==> src/rtl/ifid_pipe_pkg.sv <==
`default_nettype none
// ============================================================================
// Module   : ifid_pipe_pkg
// Purpose  : Constants and types shared by the IF/ID register, the hazard unit
//            and the decoder of the 16-bit 5-stage core.
// Revision : 1.0 - initial release
// ============================================================================
package ifid_pipe_pkg;

    // Encoding injected into IF/ID on flush, fetch bubble and reset
    localparam logic [15:0] C_NOP_INSTR = 16'h0800;

    // Opcode that stops fetch once it has been accepted into decode
    localparam logic [4:0]  C_HALT_OPC  = 5'b00000;

    // Location of the opcode field inside an instruction word
    localparam int C_OPC_MSB = 15;
    localparam int C_OPC_LSB = 11;

    // IF/ID control states; HOLD only marks a stalled cycle
    typedef enum logic [1:0] {
        ST_RUN    = 2'd0,
        ST_HOLD   = 2'd1,
        ST_HALTED = 2'd2
    } ifid_state_e;

    // Extract the opcode field of an instruction
    function automatic logic [4:0] opcode_of(input logic [15:0] instr);
        return instr[C_OPC_MSB:C_OPC_LSB];
    endfunction

endpackage : ifid_pipe_pkg
`default_nettype wire

==> src/rtl/ifid_pipe_sat_counter.sv <==
`default_nettype none
// ============================================================================
// Module   : sat_counter
// Purpose  : Up-counter that sticks at all-ones instead of wrapping.
// Revision : 1.0 - initial release
// ============================================================================
module sat_counter #(
    parameter int WIDTH = 16
) (
    input  logic             clk,
    input  logic             rst_n,
    input  logic             inc,
    output logic [WIDTH-1:0] count
);

    // Count requested events until the counter reaches its maximum
    always_ff @(posedge clk or negedge rst_n) begin
        if (!rst_n) begin
            count <= '0;
        end else if (inc && (count != {WIDTH{1'b1}})) begin
            count <= count + {{(WIDTH-1){1'b0}}, 1'b1};
        end
    end

endmodule : sat_counter
`default_nettype wire

==> src/rtl/ifid_pipe.sv <==
`default_nettype none
// ============================================================================
// Module   : ifid_pipe
// Purpose  : IF/ID pipeline register with stall/flush/bubble handling, HALT
//            detection and saturating stall/bubble performance counters.
// Revision : 1.0 - initial release
// ============================================================================
module ifid_pipe
    import ifid_pipe_pkg::*;
#(
    parameter logic [15:0] NOP_INSTR = C_NOP_INSTR,
    parameter logic [4:0]  HALT_OPC  = C_HALT_OPC,
    parameter int          CNT_W     = 16
) (
    input  logic             clk,
    input  logic             rst_n,
    input  logic [15:0]      if_instr,
    input  logic [15:0]      if_PC,
    input  logic [15:0]      if_pcPlus2,
    input  logic             imem_ready,
    input  logic             ifid_write,
    input  logic             flush,
    output logic [15:0]      ifid_instr,
    output logic [15:0]      ifid_PC,
    output logic [15:0]      ifid_pcPlus2,
    output logic             ifid_valid,
    output logic             halted,
    output logic [CNT_W-1:0] stall_cnt,
    output logic [CNT_W-1:0] bubble_cnt
);

    ifid_state_e r_state;
    logic        w_stall_inc;
    logic        w_bubble_inc;
    logic        w_is_halt;

    assign w_is_halt = (opcode_of(if_instr) == HALT_OPC);

    // Decide which performance counter, if any, moves on this edge.
    // While HALTED and not yet confirmed, a flush can still squash the HALT.
    always_comb begin
        w_stall_inc  = 1'b0;
        w_bubble_inc = 1'b0;
        if (r_state == ST_HALTED) begin
            if (!halted && flush) begin
                w_bubble_inc = 1'b1;
            end
        end else if (flush) begin
            w_bubble_inc = 1'b1;
        end else if (!ifid_write) begin
            w_stall_inc = 1'b1;
        end else if (!imem_ready) begin
            w_bubble_inc = 1'b1;
        end
    end

    // Pipeline register and control FSM. A HALT loaded into ID moves the FSM
    // to HALTED; the halted flag rises one edge later unless a flush squashes
    // the HALT on that edge, in which case the FSM returns to RUN.
    always_ff @(posedge clk or negedge rst_n) begin
        if (!rst_n) begin
            r_state      <= ST_RUN;
            ifid_instr   <= NOP_INSTR;
            ifid_PC      <= '0;
            ifid_pcPlus2 <= '0;
            ifid_valid   <= 1'b0;
            halted       <= 1'b0;
        end else begin
            case (r_state)
                ST_HALTED: begin
                    if (!halted) begin
                        if (flush) begin
                            ifid_instr <= NOP_INSTR;
                            ifid_valid <= 1'b0;
                            r_state    <= ST_RUN;
                        end else begin
                            halted <= 1'b1;
                        end
                    end
                end
                default: begin
                    if (flush) begin
                        ifid_instr <= NOP_INSTR;
                        ifid_valid <= 1'b0;
                        r_state    <= ST_RUN;
                    end else if (!ifid_write) begin
                        r_state <= ST_HOLD;
                    end else if (!imem_ready) begin
                        // Fetch data is ignored here, so X on if_instr never
                        // reaches the outputs
                        ifid_instr <= NOP_INSTR;
                        ifid_valid <= 1'b0;
                        r_state    <= ST_RUN;
                    end else begin
                        ifid_instr   <= if_instr;
                        ifid_PC      <= if_PC;
                        ifid_pcPlus2 <= if_pcPlus2;
                        ifid_valid   <= 1'b1;
                        r_state      <= w_is_halt ? ST_HALTED : ST_RUN;
                    end
                end
            endcase
        end
    end

    sat_counter #(
        .WIDTH (CNT_W)
    ) u_stall_cnt (
        .clk   (clk),
        .rst_n (rst_n),
        .inc   (w_stall_inc),
        .count (stall_cnt)
    );

    sat_counter #(
        .WIDTH (CNT_W)
    ) u_bubble_cnt (
        .clk   (clk),
        .rst_n (rst_n),
        .inc   (w_bubble_inc),
        .count (bubble_cnt)
    );

endmodule : ifid_pipe
`default_nettype wire

==> config.mk <==
export PLATFORM = sky130hd
export DESIGN_NAME = ifid_pipe
export DESIGN_NICKNAME = d
export VERILOG_FILES = /design/src/rtl/ifid_pipe_pkg.sv /design/src/rtl/ifid_pipe_sat_counter.sv /design/src/rtl/ifid_pipe.sv
export SDC_FILE = /design/constraint.sdc
export NUM_CORES = 1
export LEC_CHECK = 0
export ABC_AREA = 1
export ABC_CLOCK_PERIOD_IN_PS = 1500
export CAP_MARGIN = 20
export CORE_MARGIN = 1.5
export CORE_UTILIZATION = 40
export CTS_BUF_LIST = sky130_fd_sc_hd__clkbuf_2 sky130_fd_sc_hd__clkbuf_4 sky130_fd_sc_hd__clkbuf_8
export CTS_CLUSTER_DIAMETER = 40
export DETAILED_ROUTE_END_ITERATION = 10
export GPL_ROUTABILITY_DRIVEN = 0
export PLACE_DENSITY = 0.74
export SYNTH_ARGS = -nofsm -noshare
export SYNTH_HDL_FRONTEND = slang
export SYNTH_SLANG_ARGS = --single-unit
==> constraint.sdc <==
create_clock -name clk -period 1.5 [get_ports clk]
set_input_delay 0.3 -clock clk [delete_from_list [all_inputs] [get_ports clk]]
set_output_delay 0.3 -clock clk [all_outputs]
set_load 0.01 [all_outputs]
# Yosys cells after proc, flatten, opt, wreduce, memory -nomap -nowiden
# Cells that the tools add are included.
# word_totals
ff_bits,84
latchBits,0
ramBits,0
mem_bits_ro,0
inputBits,53
output_inout_bits,82
wordCells,55
memories,0
# op_classes
add_sub_neg,2
n_mul,0
n_div,0
order_cmp,0
eq_ne,5
n_shift,0
mux,29
n_bitwise,2
n_reduce_logical,9
# ops
op,n
$mux W16,6
$add A16 B1 Y16 const B,2
$ne A16 B16 Y1 const B,2
$mux W1,16
$mux W2,7
$logic_not A5 Y1,1
$ne A2 B2 Y1 const B,2
$reduce_and A4 Y1,1
$logic_and A1 B1 Y1,3
$reduce_and A3 Y1,1
$eq A2 B2 Y1 const B,1
$not A1 Y1,2
$reduce_and A2 Y1,1
$reduce_bool A2 Y1,1
$logic_not A1 Y1,1

# Logic depth before layout (Yosys ltp)
# Gate-level depths: netlist (run 1).
# logic_depth
word_depth,6
mapped_depth,9
mapped_depth_nobuf,9

# Hierarchy
# From an unflattened synthesis (run 1), not the netlist that was laid out.
# unflattened
cells_unflattened,533
area_unflattened_um2,4169.0
# by_module_without_submodules
mod,n_inst,cells_per_inst,area_per_inst_um2,seq_area_each_um2
sat_counter,2,149,1058.5,400.4
ifid_pipe,1,235,2052.0,1302.5

# Least setup slack after synthesis (run 1)
# OpenSTA, ideal clock, no wires.
# synth_timing
path_kind,flip-flop to flip-flop
startpoint,reg u_bubble_cnt.count[0]
endpoint,reg u_bubble_cnt.count[12]
setup_ns,0.118
t_arrival_ns,1.441
required_time_ns,1.382
path_slack_ns,-0.059
stages_incl_launch_ff,10
path_buffers,1
synth_period_minus_slack_ns,1.559
cell_sequence,dfrtp_1 > ha_1 > nand2_1 > nor2_2 > nand2_2 > nor2_4 > nor2_4 > buf_6 > nand2_1 > o21ai_2
# synth_via
elab_chain_cells,2
elab_cells_between_ends,3
classes_between,add/sub (1); eq/ne (1); reduce/logical (1)
# synth_rtl
element,line,source
"start, declared",ifid_pipe_sat_counter.sv:13,output logic [WIDTH-1:0] count
"start signal, assigned",ifid_pipe_sat_counter.sv:21,"count <= count + {{(WIDTH-1){1'b0}}, 1'b1};"
"parallel branches: the longest is 2 deep, another holds $add A16 B1 Y16",--,
# Parallel ways; which one is timed is not known.
# A chain may end at the register's enable or synchronous reset.

# Worst setup path after layout (run 1)
# layout_timing
startpoint,reg u_stall_cnt.count[0]
endpoint,out stall_cnt[0]
# layout_rtl
element,line,source
"start, declared",ifid_pipe_sat_counter.sv:13,
"start signal, assigned",ifid_pipe_sat_counter.sv:21,
"end, declared",ifid_pipe.sv:28,"output logic [CNT_W-1:0] stall_cnt,"
# No word-level cell between the ends.

==> results of run 1 <==
flip-flops by register name, summed over array words and instances, names as in the netlist:
name                count
halted                  1
ifid_PC                16
ifid_instr             16
ifid_pcPlus2           16
ifid_valid              1
r_state                 2
u_bubble_cnt.count     16
u_stall_cnt.count      16
power by group through the flow:
| stage | sequential (mW) | combinational [mW] | clock (mW) |
|---|---|---|---|
| after CTS | 2.86 | 2.25 | 1.75 |
| after global placement | 3.00 | 2.13 | 0 |
| final | 2.86 | 2.28 | 1.70 |
| after global routing | 2.91 | 2.52 | 1.86 |
| after detailed placement | 3.00 | 2.19 | 0 |
| after floorplan | 3.13 | 0.809 | 0 |
synth_stat cells, drive strengths merged (2+ instances only):
cell type  count
inv           34
nor2          40
a22o          13
buf           12
nand4         11
xor2          14
nand2        227
nand3         27
o21ai         22
ha             2
dfrtp         83
a21oi          2
clkbuf         3
routing by layer:
layer / wire length [µm] / GRT usage
met3: 1030 / 0.0806
met1: 4350 / 0.236
met5: 0 / 0
met2: 5110 / 0.342
met4: 138 / 0.0724
critical path: stages, from the launching register on:
cell and delay (ps):
dfrtp_1 420, buf_4 160, clkdlybuf4s15_1 240
kinds of logic (layout without fill, tap and decap cells):
family / Yosys count / count (layout) / share of synthesized area
DFF: 84 / 84 / 0.519
xor gates and xnor gates: 14 / 14 / 0.0302
adders and majority gates: 2 / 2 / 0.00617
buffers and inverters: 49 / 235 / 0.0583
and+or+nand+nor: 305 / 305 / 0.315
AOI/OAI and AO/OA: 37 / 37 / 0.0716
final cells by class:
class | count | area, µm² | area share
tap | 133 | 166 | 0.0273
sequential | 84 | 2110 | 0.348
inverter | 34 | 128 | 0.0210
multi-input combinational | 358 | 1770 | 0.290
clock inverter | 7 | 82.6 | 0.0136
timing repair buffer | 185 | 1700 | 0.280
clock buffer | 9 | 124 | 0.0204
how the worst max path moves through the flow:
stage / depth (start not counted) / slack (ps) / startpoint / endpoint
4_1_cts: 2 / 2 / u_stall_cnt.count[1]$_DFFE_PN0P_ / stall_cnt[1]
2_1_floorplan: 9 / 1 / u_bubble_cnt.count[1]$_DFFE_PN0P_ / u_bubble_cnt.count[12]$_DFFE_PN0P_
5_1_grt: 9 / -50 / u_bubble_cnt.count[7]$_DFFE_PN0P_ / u_bubble_cnt.count[8]$_DFFE_PN0P_
6_report: 2 / 40 / u_stall_cnt.count[0]$_DFFE_PN0P_ / stall_cnt[0]
3_5_place_dp: 8 / -240 / flush / u_bubble_cnt.count[3]$_DFFE_PN0P_
3_3_place_gp: 8 / -200 / flush / u_bubble_cnt.count[4]$_DFFE_PN0P_
repair_timing:
item / CTS / global route
setup buffers: 23 / 2
setup endpoints to repair: 82 / 35
hold buffers: 1 / 0
endpoints found under the hold margin: 31 / 0
pin swaps: 0 / 4
resized for setup: 91 / 15
==> results.json, run 1 <==
{
  "outcome": "completed",
  "end_kind": "primary output",
  "final_common_cell": "nand2_1",
  "num_rows": 36,
  "period_needed_ps": 1460,
  "vias": 3855,
  "wirelength_mm": 10.6,
  "clock_skew_ps": 12.8,
  "worst_hold_slack_ps": 443,
  "ys_dominant_reg_cell": "dfrtp_1",
  "ys_warn_count": 0,
  "syn_area_um2": 4050,
  "utilization": 0.620,
  "timing_worst_setup_path_type": "register to primary output",
  "dpl.hpwl_mm": 7.74,
  "swShare": 0.337,
  "grt_antenna_before_repair": 0,
  "maxCapViolCount": 0,
  "yosysTopAreaCellShare": 0.512,
  "hold_class": "input pin to asynchronous set/reset pin",
  "synth_area_leaders": "dfrtp_1, nand2_1, o21ai_2",
  "clockPowerShare": 0.249,
  "n_fill_cell": 904,
  "place_ws_ps": -240,
  "crit_fanout": 4,
  "syn-mean-instance-area_um2": 8.26,
  "final_hold_viol_count": 0,
  "gr-total-overflow": 0,
  "async_reset_ff_frac": 1.00,
  "ios": 135,
  "placed_cells_incl_taps": 768,
  "wl_per_cell_um": 13.1,
  "cts_tree": "built",
  "clock_latency_ps": 360,
  "finalPower_mw": 6.85,
  "die_area_um2": 10700,
  "synth_nets": 546,
  "r2r_slack_ps": 80,
  "synth_edf_count": 0,
  "drc": 0,
  "switchingPower_mw": 2.31,
  "final_cell_mix": "nand2_1, dlygate4sd2_1, dfrtp_1, clkdlybuf4s50_1, buf_4",
  "synth.distinct_cells": 23,
  "grt_max_degree": 47,
  "p_comb_frac": 0.333,
  "clk_pin_slew_ps": 100,
  "crit_arrival_ps": 1160,
  "synth-seq-cells": 84,
  "p_leak_nw": 3.13,
  "syn_inst": 491,
  "clock-sinks": 84,
  "initial_core_util": 0.413,
  "seq_power_share": 0.418,
  "io_buffers": 134,
  "tightest_slew_ps": 496,
  "tns_ps": 0,
  "dpl_cell_area_um2": 5730,
  "drtIter0Drc": 117,
  "required_ps": 1200,
  "slew_headroom": 0.669,
  "grt_pass1_vias": 3874,
  "clock-root-buffer": "clkbuf_8",
  "setup_ws_ps": 36.2,
  "clk_path_buf_depth": 2,
  "firstDrtPassIters": 4,
  "track_usage": 0.204,
  "start_kind": "register",
  "syn_to_final_growth_pct": 50.1,
  "peakVddDrop_mv": 0.526,
  "die_h_um": 104,
  "timing.fmax_ghz": 0.683,
  "drive_gt1_frac": 0.183,
  "rsz0062_at_grt": "yes",
  "r2r_start": "u_bubble_cnt.count[6]$_DFFE_PN0P_",
  "cellPowerDensity_nw_per_um2": 1130,
  "grt_pass1_wl_mm": 17.8,
  "synth_top_area_cell": "dfrtp_1",
  "avgViaCountPerCell": 4.76,
  "die_w_um": 104,
  "core_um2": 9820,
  "fin_area_um2": 6080,
  "rr_worst_depth": 9,
  "synth-seq-area-share": 0.519,
  "drv_slew": 0,
  "drtAntennaViolNets": 0,
  "fin_nets": 727,
  "period_share": 0.976,
  "final_cells": 810,
  "antennaDiodeCount": 0,
  "htree_levels": 3,
  "cts_made_buffers": 9,
  "r2r_end": "u_bubble_cnt.count[8]$_DFFE_PN0P_",
  "internal-power_mw": 4.54,
  "setup_viol": 0
}
(Power assumes the default switching activity.)
==> inputs of run 2 (changes only) <==
--- a/config.mk
+++ b/config.mk
@@ -9,12 +9,12 @@
 export ABC_CLOCK_PERIOD_IN_PS = 1500
 export CAP_MARGIN = 20
 export CORE_MARGIN = 1.5
-export CORE_UTILIZATION = 40
+export CORE_UTILIZATION = 35
 export CTS_BUF_LIST = sky130_fd_sc_hd__clkbuf_2 sky130_fd_sc_hd__clkbuf_4 sky130_fd_sc_hd__clkbuf_8
 export CTS_CLUSTER_DIAMETER = 40
 export DETAILED_ROUTE_END_ITERATION = 10
 export GPL_ROUTABILITY_DRIVEN = 0
-export PLACE_DENSITY = 0.74
+export PLACE_DENSITY = 0.76
 export SYNTH_ARGS = -nofsm -noshare
 export SYNTH_HDL_FRONTEND = slang
 export SYNTH_SLANG_ARGS = --single-unit
==> run 2 against run 1 <==
Net effect: via count fell by 0.93%; setup slack got worse by 13 ps; final area is 0.86% higher; clock-buffer cell count rose by 4; sequential cell count is the same; critical path depth up 7; largest cell class unchanged.
==> results.json, run 2 (synthesis results as in run 1) <==
{
  "outcome": "completed",
  "drtAntennaViolNets": 0,
  "grt_pass1_wl_mm": 18.1,
  "drv_slew": 0,
  "drive_gt1_frac": 0.203,
  "cp.buffers_inverters": 1,
  "cellPowerDensity_nw_per_um2": 1160,
  "core_um2": 11400,
  "required_ps": 1780,
  "clock_latency_ps": 360,
  "io_buffers": 134,
  "timing_worst_setup_path_type": "register to register",
  "end_kind": "register",
  "vias": 3819,
  "timing.fmax_ghz": 0.677,
  "tns_ps": 0,
  "initial_core_util": 0.357,
  "cts_made_buffers": 9,
  "clk_path_buf_depth": 2,
  "wirelength_mm": 10.8,
  "period_needed_ps": 1480,
  "r2r_end": "u_bubble_cnt.count[3]$_DFFE_PN0P_",
  "setup_viol": 0,
  "grt_antenna_before_repair": 0,
  "maxCapViolCount": 0,
  "avgViaCountPerCell": 4.66,
  "syn_to_final_growth_pct": 51.4,
  "firstDrtPassIters": 4,
  "hold_class": "input pin to asynchronous set/reset pin",
  "clock-root-buffer": "clkbuf_8",
  "htree_levels": 3,
  "crit_family": "simple AND/OR/NAND/NOR gates",
  "final_hold_viol_count": 0,
  "r2r_slack_ps": 20,
  "worst_hold_slack_ps": 465,
  "slowest_stage": "dfrtp_2",
  "clock-sinks": 84,
  "final_cell_mix": "nand2_1, dlygate4sd2_1, dfrtp_1, clkdlybuf4s50_1, buf_4",
  "fin_nets": 726,
  "crit_fanout": 13,
  "clk_pin_slew_ps": 80,
  "wl_per_cell_um": 13.2,
  "slew_headroom": 0.672,
  "clock_skew_ps": 7.86,
  "start_kind": "register",
  "ios": 135,
  "die_w_um": 111,
  "gr-total-overflow": 0,
  "r2r_start": "u_bubble_cnt.count[0]$_DFFE_PN0P_",
  "drtIter0Drc": 132,
  "dpl.hpwl_mm": 7.65,
  "grt_max_degree": 85,
  "drc": 0,
  "peakVddDrop_mv": 0.578,
  "max_stage_delay_ps": 440,
  "p_leak_nw": 3.17,
  "antennaDiodeCount": 0,
  "cts_tree": "built",
  "track_usage": 0.183,
  "rsz0062_at_grt": "yes",
  "crit_arrival_ps": 1760,
  "period_share": 0.984,
  "die_h_um": 111,
  "worstPathCellList": "ha_4 > nand2_2 > nor2_2 > nand2_2 > nor2_4 > nor2_4 > buf_12 > nand2_1 > o21ai_2",
  "die_area_um2": 12200,
  "num_rows": 39,
  "final_common_cell": "nand2_1",
  "grt_pass1_vias": 3765,
  "tightest_slew_ps": 491,
  "rr_worst_depth": 9
}
==> run 2: through the flow <==
step	std cells	util	setup WS [ps]	area [µm²]	total power, mW
2_1_floorplan	491	-	1.21	4060	3.94
3_3_place_gp	774	0.501	-210	5700	5.10
3_5_place_dp	774	0.501	-244	5700	5.18
4_1_cts	816	0.532	0.237	6050	7.08
5_1_grt	819	0.540	-34.8	6140	7.54
6_report	819	0.540	23.3	6140	7.09
==> run 2: cell type report <==
class / instances / area [µm²]
Fill cell: 1064 / 5230
Sequential cell: 84 / 2110
Multi-Input combinational cell: 358 / 1800
Timing Repair Buffer: 184 / 1680
Tap cell: 143 / 179
Clock buffer: 13 / 173
Inverter: 34 / 130
Clock inverter: 3 / 67.6
==> run 2: repair_timing <==
action                     in CTS  in global routing
hold endpoints to repair       83                  0
setup buffers                  25                  2
setup endpoints to repair      82                 35
gates resized for setup        94                 28
hold buffers                    1                  0
pin swaps                       0                  2
gates cloned                    0                  1
==> run 2: per-layer routing <==
| layer | vias to the layer above | share of wire | GRT usage |
|---|---|---|---|
| met2 | 121 | 0.49 | 0.301 |
| met3 | 14 | 0.071 | 0.0615 |
| met5 | - | 0 | 0 |
| met1 | 1781 | 0.43 | 0.229 |
| met4 | 0 | 0.013 | 0.0513 |
| li1 | 1903 | - | - |
==> run 2: how the worst max path moves through the flow <==
stage	startpoint	end	slack, ps	cells past startpoint
5_1_grt	u_bubble_cnt.count[0]$_DFFE_PN0P_	u_bubble_cnt.count[3]$_DFFE_PN0P_	-30	9
6_report	u_bubble_cnt.count[0]$_DFFE_PN0P_	u_bubble_cnt.count[3]$_DFFE_PN0P_	20	9
3_3_place_gp	flush	ifid_PC[4]$_DFFE_PN0P_	-210	8
2_1_floorplan	u_bubble_cnt.count[1]$_DFFE_PN0P_	u_bubble_cnt.count[12]$_DFFE_PN0P_	1	9
4_1_cts	ifid_instr[11]$_DFFE_PN1P_	ifid_instr[11]	0.2	1
3_5_place_dp	flush	ifid_instr[8]$_DFFE_PN0P_	-240	7
==> run 2: power by group <==
part | switching [mW] | total (mW) | leakage (nW) | internal (mW)
clock network | 0.818 | 1.91 | 0.119 | 1.09
registers | 0.242 | 2.87 | 1.08 | 2.63
logic | 1.20 | 2.31 | 1.97 | 1.11
total | 2.26 | 7.09 | 3.17 | 4.83
==> run 2: worst min-delay path: stages <==
cell and delay [ps]:
dlygate4sd3_1 520, buf_4 110, buf_12 320
==> inputs of run 3 (changes only) <==
--- a/config.mk
+++ b/config.mk
@@ -9,12 +9,11 @@
 export ABC_CLOCK_PERIOD_IN_PS = 1500
 export CAP_MARGIN = 20
 export CORE_MARGIN = 1.5
-export CORE_UTILIZATION = 35
+export CORE_UTILIZATION = 43
 export CTS_BUF_LIST = sky130_fd_sc_hd__clkbuf_2 sky130_fd_sc_hd__clkbuf_4 sky130_fd_sc_hd__clkbuf_8
 export CTS_CLUSTER_DIAMETER = 40
 export DETAILED_ROUTE_END_ITERATION = 10
-export GPL_ROUTABILITY_DRIVEN = 0
-export PLACE_DENSITY = 0.76
+export PLACE_DENSITY = 0.89
 export SYNTH_ARGS = -nofsm -noshare
 export SYNTH_HDL_FRONTEND = slang
 export SYNTH_SLANG_ARGS = --single-unit
==> run 3 against run 2 <==
Net effect: total power is 6.2% lower; utilization is 12 points higher; global-route usage is 3.7 points higher; die area is 18% lower; critical path depth stayed put; combinational power hardly changed; sequential share of layout area is 0.42 points higher; clock power is 23% lower; sequential cell count stayed put; critical endpoint is now u_stall_cnt.count[10]$_DFFE_PN0P_; highest routed layer unchanged.
==> results.json, run 3 (synthesis results as in run 1) <==
{
  "place.gp.congestion": 0.858,
  "antennaDiodeCount": 0,
  "clk_path_buf_depth": 2,
  "dpl_cell_area_um2": 5650,
  "dpl.hpwl_mm": 7.70,
  "grt_pass1_vias": 3947,
  "die_w_um": 100,
  "timing_worst_setup_path_type": "register to register",
  "tns_ps": 0,
  "crit_fanout": 10,
  "utilization": 0.658,
  "hold_class": "input pin to asynchronous set/reset pin",
  "core_um2": 9200,
  "grt_max_degree": 38,
  "clock-sinks": 84,
  "htree_levels": 3,
  "syn_to_final_growth_pct": 49.3,
  "vias": 3896,
  "clock_latency_ps": 350,
  "initial_core_util": 0.441,
  "rsz0062_at_grt": "yes",
  "period_share": 0.993,
  "cts_made_buffers": 9,
  "outcome": "completed",
  "clk_pin_slew_ps": 90,
  "drive_gt1_frac": 0.188,
  "clock-root-buffer": "clkbuf_8",
  "place_ws_ps": -265,
  "grt_antenna_before_repair": 0,
  "setup_viol": 0,
  "cellPowerDensity_nw_per_um2": 1100,
  "cts_tree": "built",
  "fin_area_um2": 6050,
  "start_kind": "register",
  "wirelength_mm": 10.8,
  "peakVddDrop_mv": 0.487,
  "avgViaCountPerCell": 4.94,
  "timing.fmax_ghz": 0.672,
  "grt_pass1_wl_mm": 17.5,
  "wl_per_cell_um": 13.8,
  "slew_headroom": 0.708,
  "end_kind": "register",
  "ios": 135,
  "num_rows": 35,
  "die_area_um2": 10000,
  "firstDrtPassIters": 4,
  "drv_slew": 0,
  "final_hold_viol_count": 0,
  "io_buffers": 134,
  "final_cell_mix": "nand2_1, dfrtp_1, dlygate4sd2_1, clkdlybuf4s50_1, buf_4",
  "final_common_cell": "nand2_1",
  "clock_skew_ps": 8.97,
  "p_leak_nw": 3.12,
  "setup_ws_ps": 10.9,
  "required_ps": 1750,
  "period_needed_ps": 1490,
  "die_h_um": 100,
  "maxCapViolCount": 0,
  "drtAntennaViolNets": 0,
  "track_usage": 0.220,
  "drc": 0,
  "crit_arrival_ps": 1740,
  "fin_nets": 728,
  "drtIter0Drc": 128,
  "gr-total-overflow": 0,
  "tightest_slew_ps": 438
}
==> run 3: final cells by class <==
type,count,area (µm²)
Sequential cell,84,2110
Tap cell,111,139
Fill cell,802,3140
Clock buffer,11,151
Timing Repair Buffer,185,1690
Inverter,34,128
Clock inverter,4,25.0
Multi-Input combinational cell,359,1810
==> run 3: what timing repair did <==
action,4_1_cts,5_1_grt
pin swaps,0,1
gates resized for setup,91,24
hold endpoints to repair,28,0
setup endpoints to repair,84,32
setup buffers,26,1
gates cloned,0,2
hold buffers,1,0
==> run 3: through the flow <==
| stage | hold slack (ps) | power (mW) | cells |
|---|---|---|---|
| finish | 428 | 6.66 | 788 |
| global route | 461 | 7.06 | 788 |
| CTS | 440 | 6.63 | 785 |
| detailed placement | 276 | 5.16 | 743 |
| global placement | 271 | 5.06 | 743 |
| floorplan | 4.41 | 3.94 | 491 |
==> run 3: worst paths after layout <==
kind                                             startpoint                           endpoint  slack, ps  cells after the start
hold reg to reg                      ifid_PC[9]$_DFFE_PN0P_             ifid_PC[9]$_DFFE_PN0P_        470                      2
setup reg to reg           u_stall_cnt.count[0]$_DFFE_PN0P_  u_stall_cnt.count[10]$_DFFE_PN0P_         10                      9
min in group clk                     ifid_PC[9]$_DFFE_PN0P_             ifid_PC[9]$_DFFE_PN0P_        470                      2
max in group asynchronous                             rst_n         ifid_instr[14]$_DFFE_PN0P_        490                      3
setup / recovery           u_stall_cnt.count[0]$_DFFE_PN0P_  u_stall_cnt.count[10]$_DFFE_PN0P_         10                      9
hold / removal                                        rst_n  u_bubble_cnt.count[9]$_DFFE_PN0P_        430                      2
==> run 3: layer usage <==
layer / vias to the layer above / track usage / routed length (µm)
met3: 18 / 0.0675 / 808
met1: 1822 / 0.254 / 4350
met5: - / 0 / 0
met4: 0 / 0.0856 / 176
li1: 1917 / - / -
met2: 139 / 0.382 / 5500
==> run 3: critical path, cell delays in order (launching register included) <==
cell	delay (ps)
dfrtp_1	360
buf_4	120
ha_4	160
inv_2	50
nor2_4	120
nand3_2	140
nand2_4	150
nand2_4	140
nand2_2	110
o21ai_2	50
==> run 3: where the power goes <==
part           total (mW)  leakage (nW)  internal, mW  switching [mW]
Combinational        2.32          1.95          1.10            1.22
Clock                1.48        0.0872         0.677           0.798
Sequential           2.86          1.08          2.63           0.234
Total                6.66          3.12          4.41            2.25
